$ cat config.mk
export PLATFORM = sky130hd
export DESIGN_NAME = sdram_arbiter_2m
export DESIGN_NICKNAME = d
export VERILOG_FILES = /design/src/rtl/sdram_arbiter_2m.sv
export SDC_FILE = /design/constraint.sdc
export NUM_CORES = 1
export LEC_CHECK = 0
export CORE_ASPECT_RATIO = 0.8
export CORE_UTILIZATION = 60
export CTS_BUF_LIST = sky130_fd_sc_hd__clkbuf_16
export DETAILED_ROUTE_END_ITERATION = 12
export DONT_BUFFER_PORTS = 1
export GPL_ROUTABILITY_DRIVEN = 1
export HOLD_SLACK_MARGIN = 0.1
export PLACE_DENSITY_LB_ADDON = 0.1
export SLEW_MARGIN = 40
export SYNTH_ARGS = -nofsm -noshare
export SYNTH_HDL_FRONTEND = slang
export SYNTH_SLANG_ARGS = --single-unit
$ cat constraint.sdc
create_clock -name clk_clk -period 4.3 [get_ports clk_clk]
set_input_delay 0.43 -clock clk_clk [delete_from_list [all_inputs] [get_ports clk_clk]]
set_output_delay 0.43 -clock clk_clk [all_outputs]
set_load 0.05 [all_outputs]
$ cat src/rtl/sdram_arbiter_2m.sv
// Round-robin arbiter: two requesters onto one SDRAM controller slave port; a tag FIFO routes read data back.
// A command is issued the cycle after grant, with at most one in flight; reads stall while MAX_PENDING reads are outstanding.
module sdram_arbiter_2m #(
  parameter int ADDR_W      = 25,
  parameter int DATA_W      = 16,
  parameter int BE_W        = 2,
  parameter int MAX_PENDING = 8
) (
  input  logic                         clk_clk,
  input  logic                         reset_reset,

  input  logic [ADDR_W-1:0]            rq0_address,
  input  logic [BE_W-1:0]              rq0_byteenable_n,
  input  logic [DATA_W-1:0]            rq0_writedata,
  input  logic                         rq0_read,
  input  logic                         rq0_write,
  output logic                         rq0_waitrequest,
  output logic [DATA_W-1:0]            rq0_readdata,
  output logic                         rq0_readdatavalid,

  input  logic [ADDR_W-1:0]            rq1_address,
  input  logic [BE_W-1:0]              rq1_byteenable_n,
  input  logic [DATA_W-1:0]            rq1_writedata,
  input  logic                         rq1_read,
  input  logic                         rq1_write,
  output logic                         rq1_waitrequest,
  output logic [DATA_W-1:0]            rq1_readdata,
  output logic                         rq1_readdatavalid,

  output logic [ADDR_W-1:0]            sdram_address,
  output logic [BE_W-1:0]              sdram_byteenable_n,
  output logic                         sdram_chipselect,
  output logic [DATA_W-1:0]            sdram_writedata,
  output logic                         sdram_read_n,
  output logic                         sdram_write_n,
  input  logic [DATA_W-1:0]            sdram_readdata,
  input  logic                         sdram_readdatavalid,
  input  logic                         sdram_waitrequest,

  output logic [$clog2(MAX_PENDING):0] pending_count,
  output logic                         err_unexpected_rdv
);

  localparam int PTR_W = $clog2(MAX_PENDING);
  localparam int CNT_W = PTR_W + 1;

  typedef enum logic {IDLE, ISSUE} state_t;

  state_t                  state;
  logic                    owner;
  logic                    prio;
  logic [MAX_PENDING-1:0]  tag_mem;
  logic [PTR_W-1:0]        wr_ptr;
  logic [PTR_W-1:0]        rd_ptr;

  logic fifo_full;
  logic fifo_empty;
  logic rd0, rd1;
  logic elig0, elig1;
  logic grant_vld;
  logic grant;
  logic accept;
  logic push;
  logic pop;
  logic head;

  assign fifo_full  = (pending_count == CNT_W'(MAX_PENDING));
  assign fifo_empty = (pending_count == '0);

  // An illegal read+write request is treated as a write so that read_n/write_n never both assert.
  assign rd0 = rq0_read & ~rq0_write;
  assign rd1 = rq1_read & ~rq1_write;

  assign elig0 = rq0_write | (rq0_read & ~fifo_full);
  assign elig1 = rq1_write | (rq1_read & ~fifo_full);

  assign grant_vld = elig0 | elig1;
  assign grant     = (elig0 & elig1) ? prio : elig1;

  // A command caught by reset is abandoned, so it must not look accepted to its requester.
  assign accept = (state == ISSUE) & ~sdram_waitrequest & ~reset_reset;
  assign push   = accept & ~sdram_read_n;
  assign pop    = sdram_readdatavalid & ~fifo_empty;
  assign head   = tag_mem[rd_ptr];

  assign rq0_waitrequest   = ~(accept & ~owner);
  assign rq1_waitrequest   = ~(accept &  owner);
  assign rq0_readdata      = sdram_readdata;
  assign rq1_readdata      = sdram_readdata;
  assign rq0_readdatavalid = pop & ~head;
  assign rq1_readdatavalid = pop &  head;

  always_ff @(posedge clk_clk) begin
    if (reset_reset) begin
      state              <= IDLE;
      owner              <= 1'b0;
      prio               <= 1'b0;
      sdram_address      <= '0;
      sdram_byteenable_n <= '0;
      sdram_writedata    <= '0;
      sdram_chipselect   <= 1'b0;
      sdram_read_n       <= 1'b1;
      sdram_write_n      <= 1'b1;
      tag_mem            <= '0;
      wr_ptr             <= '0;
      rd_ptr             <= '0;
      pending_count      <= '0;
      err_unexpected_rdv <= 1'b0;
    end else begin
      case (state)
        IDLE: begin
          if (grant_vld) begin
            owner              <= grant;
            sdram_address      <= grant ? rq1_address      : rq0_address;
            sdram_byteenable_n <= grant ? rq1_byteenable_n : rq0_byteenable_n;
            sdram_writedata    <= grant ? rq1_writedata    : rq0_writedata;
            sdram_chipselect   <= 1'b1;
            sdram_read_n       <= ~(grant ? rd1 : rd0);
            sdram_write_n      <= ~(grant ? rq1_write : rq0_write);
            state              <= ISSUE;
          end
        end
        ISSUE: begin
          if (!sdram_waitrequest) begin
            prio             <= ~owner;
            sdram_chipselect <= 1'b0;
            sdram_read_n     <= 1'b1;
            sdram_write_n    <= 1'b1;
            state            <= IDLE;
          end
        end
        default: state <= IDLE;
      endcase

      if (push) begin
        tag_mem[wr_ptr] <= owner;
        wr_ptr          <= wr_ptr + 1'b1;
      end
      if (pop) begin
        rd_ptr <= rd_ptr + 1'b1;
      end

      case ({push, pop})
        2'b10:   pending_count <= pending_count + 1'b1;
        2'b01:   pending_count <= pending_count - 1'b1;
        default: pending_count <= pending_count;
      endcase

      if (sdram_readdatavalid && fifo_empty) begin
        err_unexpected_rdv <= 1'b1;
      end
    end
  end

endmodule
==> impl_metrics.yaml, run 1 <==
cells_and_area:
  layout_commonest_cell: "dfxtp_1"
  fin_area_um2: 3350
  mostFrequentLayoutCells: "dfxtp_1 (68), mux2i_1 (53), o2bb2ai_1 (43)"
  ff_latch_area_um2: 1360
  nFillCells: 488
  antennaDiodeCount: 0
  multiInputGateArea_um2: 1590
  syn2layout_area_growth_pct: -2.34
  layout-drive-gt1-share: 0.0839
  layout.nets: 396
  fin_util: 0.612
synth:
  synth_top_area_cell: "dfxtp_1"
  synth_seq_area_share: 0.397
  synth.avg_cell_area_um2: 10.7
  synthCells: 321
  ys_dominant_reg_cell: "dfxtp_1"
  netlist_area_um2: 3430
  synth_top_area_frac: 0.397
  synth.area.top_cells: "dfxtp_1 (40%), mux2i_1 (15%), o2bb2ai_1 (11%), buf_4 (7.0%), buf_6 (3.3%)"
  synth_edf_count: 0
  synth_warnings: 0
  ys_types: 41
  synth_nets: 436
  ys_seq_elements: 68
  async_reset_ff_frac: 0
worst_hold_path:
  hold_path_depth: 1
  worstHoldPathType: "in -> reg"
cts:
  post-cts-setup-buffer-count: 0
  insertion_delay_ns: 0.32
  cts_root_buffer: "clkbuf_16"
  cts-buffers-inserted: 9
  clock_sinks: 68
  cts-resized-gates: 0
  cts_max_level: 3
  holdBufCountCts: 0
  cts_max_path_buffers: 2
  cts.clk_slew.worst_paths_ns: 0.05
  cts_tree: "done"
drt:
  wl_per_cell_um: 17.4
  vias_per_cell: 5.81
  dr_total_vias: 2115
  drc: 0
  finalWirelength_um: 6350
  ant_nets: 0
  drt_pass1_iterations: 4
  drt_iter0_markers: 75
timing:
  grt_setup_unrepaired: "no"
  tns_ns: 0
  layout_min_cycle_time_ns: 2.76
  whs_ns: 0.171
  slew_headroom: 0.531
  worstMarginPinSlew_ns: 0.703
  setup-violations-final: 0
  timing.fmax_mhz: 363
  hold_violations: 0
  finalCritPeriodShare: 0.641
  slew_violations: 0
  finClkSkew_ns: 0.00562
setup_path:
  cp-startpoint: "pending_count[0]"
  regToRegStartpoint: "pending_count[0]"
  reg2reg_slack_ns: 1.54
  reg2regPathDepth: 10
  crit_end: "pending_count[2]"
  worst_setup_path_start_kind: "flop"
  reg2reg_to: "pending_count[2]"
  cp_max_fo: 8
  crit_required_ns: 4.56
  crit_path_end_kind: "flop"
  criticalPathCategory: "reg -> reg"
  worst_ep_arrival_time_ns: 3.01
global_routing:
  grt_overflow: 0
  antenna_found_initial: 0
  grt_max_degree: 44
  track_usage: 0.214
  grt_pass1_vias: 1968
  grt_pass1_wl_um: 9760
  grt_use_met2: 0.338
  use_met1: 0.259
  busiest_layer: "met2"
  grtUsageMet3: 0.0869
placement:
  post-dp-hpwl_um: 4480
  globalplace.congestion: 0.804
  placedInstanceArea_um2: 3080
  portBuffers: 0
floorplan:
  floorplan.die_area_um2: 6020
  start_util: 0.627
  coreArea_um2: 5470
  pin_count: 197
  rows: 24
  die_w_um: 86.5
  fp.dieH_um: 69.6
flow_run:
  maxCapViolations: 0
outcome:
  outcome: "finished clean"
pwr:
  power_density_nw_per_um2: 492
  power_mw: 1.65
  p_leak_nw: 1.24
  ir_drop_uv: 358
-- per-stage QoR --
stage               std cells  worst slack, ns
floorplan                 321             1.84
global placement          348             1.58
detailed placement        348             1.57
CTS                       364             1.55
global route              364             1.39
finish                    364             1.54
-- power breakdown --
| part | switching (mW) | internal [mW] | total (mW) | leakage, nW |
|---|---|---|---|---|
| sequential | 0.193 | 0.678 | 0.871 | 0.559 |
| combinational | 0.0722 | 0.0647 | 0.137 | 0.543 |
| clock | 0.257 | 0.382 | 0.638 | 0.139 |
| total | 0.522 | 1.12 | 1.65 | 1.24 |
-- cells in the mapped netlist, types with 2 or more instances --
cell and n:
mux4_2 2, nor2_1 27, dfxtp_1 68, nand2b_1 8
nor3_1 3, xnor2_1 2, clkbuf_1 3, o21ai_0 3
mux2i_1 53, buf_12 4, xor2_1 6, or3_1 2
nand2_1 9, buf_4 32, inv_1 4, a21oi_1 11
o2bb2ai_1 43, buf_6 10, ha_1 5, nor3b_1 5
-- critical path, cell delays in order (launching register included) --
cell and delay, ns:
dfxtp_1 0.53, nor4_1 0.48, nand2b_1 0.22, inv_1 0.13, ha_1 0.28, xor2_1 0.17, ha_1 0.21, a21oi_1 0.15
xor2_1 0.09, or3_1 0.31, a21oi_1 0.14
-- state kept, by name (all words and copies together), names as in the netlist --
signal              flops
err_unexpected_rdv      1
owner                   1
pending_count           4
prio                    1
rd_ptr                  3
sdram_address          25
sdram_byteenable_n      2
sdram_chipselect        1
sdram_read_n            1
sdram_write_n           1
sdram_writedata        16
state                   1
tag_mem                 8
wr_ptr                  3
-- layout make-up --
cell class,count,area share
clock buffers,9,0.0673
clock inverters,7,0.0112
inverters,4,0.00449
multi-input cells,197,0.475
flip-flops and latches,68,0.407
well taps,78,0.0292
repair buffers,1,0.00598
-- routing by layer --
| layer | vias to the layer above | part of all wire |
|---|---|---|
| met3 | 11 | 0.076 |
| li1 | 1039 | - |
| met1 | 967 | 0.43 |
| met4 | 0 | 0.016 |
| met2 | 98 | 0.47 |
| met5 | - | 0 |
-- cells by family after synthesis --
| group | synth area share |
|---|---|
| multiplexers | 0.168 |
| AND/OR/NAND/NOR | 0.108 |
| flip-flops | 0.397 |
| AO/OA/AOI/OAI | 0.147 |
| XOR/XNOR | 0.0205 |
| adder cells (fa/ha/maj) | 0.0183 |
| buffers and inverters | 0.141 |
-- how the worst min path moves through the flow --
stage	slack, ns	endpoint	start
global route	0.16	tag_mem[2]	reset_reset
detailed placement	0.48	tag_mem[7]	tag_mem[7]
finish	0.17	tag_mem[2]	reset_reset
CTS	0.16	rd_ptr[1]	reset_reset
floorplan	0.45	owner	owner
global placement	0.47	tag_mem[7]	tag_mem[7]
(Power assumes the default switching activity.)
==> inputs of run 2 (changes only) <==
Settings changed: CORE_UTILIZATION 60 to 57.
Clock period 4.3 ns to 2.3 ns, I/O delays scaled along.
==> run 2 against run 1 <==
  * Non-clock buffer count is 56 higher
  * First-iteration DRC count is 36% higher
  * Core utilization is 10 points higher
==> impl_metrics.yaml, run 2 (synthesized netlist as in run 1, its figures left out) <==
outcome:
  outcome: "finished clean"
worst_hold_path:
  min_to: "sdram_writedata[8]"
  worstHoldPathType: "in -> reg"
  hp-start: "rq1_writedata[8]"
  hold_path_depth: 2
timing:
  timing.fmax_mhz: 467
  slew_violations: 0
  finClkSkew_ns: 0.00434
  hold_violations: 0
  slew_headroom: 0.632
  setup-violations-final: 0
  worstMarginPinSlew_ns: 0.551
  layout_min_cycle_time_ns: 2.14
  tns_ns: 0
  grt_setup_unrepaired: "no"
  finalCritPeriodShare: 0.931
setup_path:
  worst_ep_arrival_time_ns: 2.35
  crit_path_end_kind: "flop"
  reg2reg_to: "sdram_address[8]"
  criticalPathCategory: "reg -> reg"
  cpMaxStageDelayCell: "or4b_4"
  reg2regPathDepth: 6
  crit_chain: "or4b_4 -> a21oi_1 -> o21ba_2 -> buf_12 -> mux2i_1 -> o2bb2ai_1"
  critPathBufInv: 1
  cp_max_fo: 44
  reg2reg_slack_ns: 0.16
  crit_family: "simple AND/OR/NAND/NOR gates"
  crit_required_ns: 2.51
  cpPeakStageDelay_ns: 0.59
  regToRegStartpoint: "pending_count[0]"
  worst_setup_path_start_kind: "flop"
drt:
  vias_per_cell: 5.65
  finalWirelength_um: 7610
  wl_per_cell_um: 18.1
  drt_pass1_iterations: 4
  dr_total_vias: 2372
  drt_iter0_markers: 102
  ant_nets: 0
  drc: 0
floorplan:
  floorplan.die_area_um2: 6330
  pin_count: 197
  coreArea_um2: 5620
  fp.dieH_um: 71.3
  die_w_um: 88.7
  rows: 24
  start_util: 0.610
cts:
  cts.clk_slew.worst_paths_ns: 0.06
  cts_root_buffer: "clkbuf_16"
  cts_tree: "done"
  clock_sinks: 68
  cts-buffers-inserted: 9
  cts_max_path_buffers: 2
  insertion_delay_ns: 0.33
  cts_max_level: 3
  post-cts-setup-buffer-count: 0
cells_and_area:
  largest_reg_flops: 25
  mostFrequentLayoutCells: "dfxtp_1 (64), mux2i_1 (53), o2bb2ai_1 (43), dlygate4sd3_1 (43), nor2_1 (27)"
  layout_commonest_cell: "dfxtp_1"
  layout.nets: 452
  syn2layout_area_growth_pct: 16.8
  layout-drive-gt1-share: 0.132
  antennaDiodeCount: 0
  top_regs: "sdram_address (25), sdram_writedata (16), tag_mem (8)"
  fin_area_um2: 4000
  largest-register: "sdram_address"
placement:
  portBuffers: 0
  globalplace.congestion: 0.809
  placedInstanceArea_um2: 3210
  post-dp-hpwl_um: 4880
pwr:
  p_leak_nw: 1.54
  ir_drop_uv: 545
  power_density_nw_per_um2: 881
global_routing:
  antenna_found_initial: 0
  grt_max_degree: 45
  grt_overflow: 0
  grt_pass1_wl_um: 11400
  track_usage: 0.240
  grt_pass1_vias: 2318
flow_run:
  maxCapViolations: 0
run 2: changes by cell type in the layout (fill, tap and decap cells not counted), moves of 2 or more:
cell	change
dfxtp_2	+3
dfxtp_1	-4
buf_4	+10
dlygate4sd3_1	+43
buf_12	+2
inv_1	-2
clkinv_2	-2
bufinv_16	+3
run 2: power breakdown:
group / leakage, nW / switching, mW / internal, mW
clock network: 0.169 / 0.489 / 1.06
registers: 0.561 / 0.352 / 1.27
logic: 0.809 / 0.175 / 0.188
run 2: layer usage:
layer  routed length (um)  vias to the layer above  global-route usage
li1                     -                     1152                   -
met1                 2960                     1109               0.272
met2                 4090                      102               0.435
met3                  505                        9              0.0703
met4                   59                        0              0.0717
met5                    0                        -                   0
run 2: timing repair:
item                       CTS  global route
setup endpoints to repair    0             2
hold endpoints to repair    49             0
gates resized for setup      0             3
hold buffers                44             0
run 2: final cells by class:
class,count,area (um^2)
fillers,440,1610
flip-flops and latches,68,1370
clock inverters,7,115
well taps,78,97.6
multi-input cells,197,1610
clock buffers,9,225
repair buffers,57,571
inverters,4,15.0
run 2: worst max path at each step:
stage / startpoint / end / depth (start not counted)
finish: pending_count[0] / sdram_address[8] / 6
global route: pending_count[0] / pending_count[3] / 10
CTS: pending_count[0] / pending_count[2] / 10
detailed placement: pending_count[0] / pending_count[2] / 10
global placement: pending_count[0] / pending_count[2] / 10
floorplan: sdram_read_n / pending_count[2] / 9
run 2: worst reg2reg max path: stages (launching register included):
cell and delay (ns):
dfxtp_2 0.37, or4b_4 0.59, a21oi_1 0.18, o21ba_2 0.17, buf_12 0.27, mux2i_1 0.34, o2bb2ai_1 0.10
run 2: through the flow:
| stage | util | setup WS, ns | power [mW] | hold slack, ns | instances |
|---|---|---|---|---|---|
| 3_3_place_gp | 0.572 | 0.146 | 1.93 | 0.299 | 360 |
| 6_report | 0.713 | 0.158 | 3.53 | 0.101 | 420 |
| 4_1_cts | 0.711 | 0.0713 | 3.55 | 0.100 | 420 |
| 2_1_floorplan | - | 0.0113 | 2.06 | 0.371 | 321 |
| 5_1_grt | 0.713 | 0.0185 | 3.64 | 0.105 | 420 |
| 3_5_place_dp | 0.572 | 0.101 | 1.94 | 0.300 | 360 |
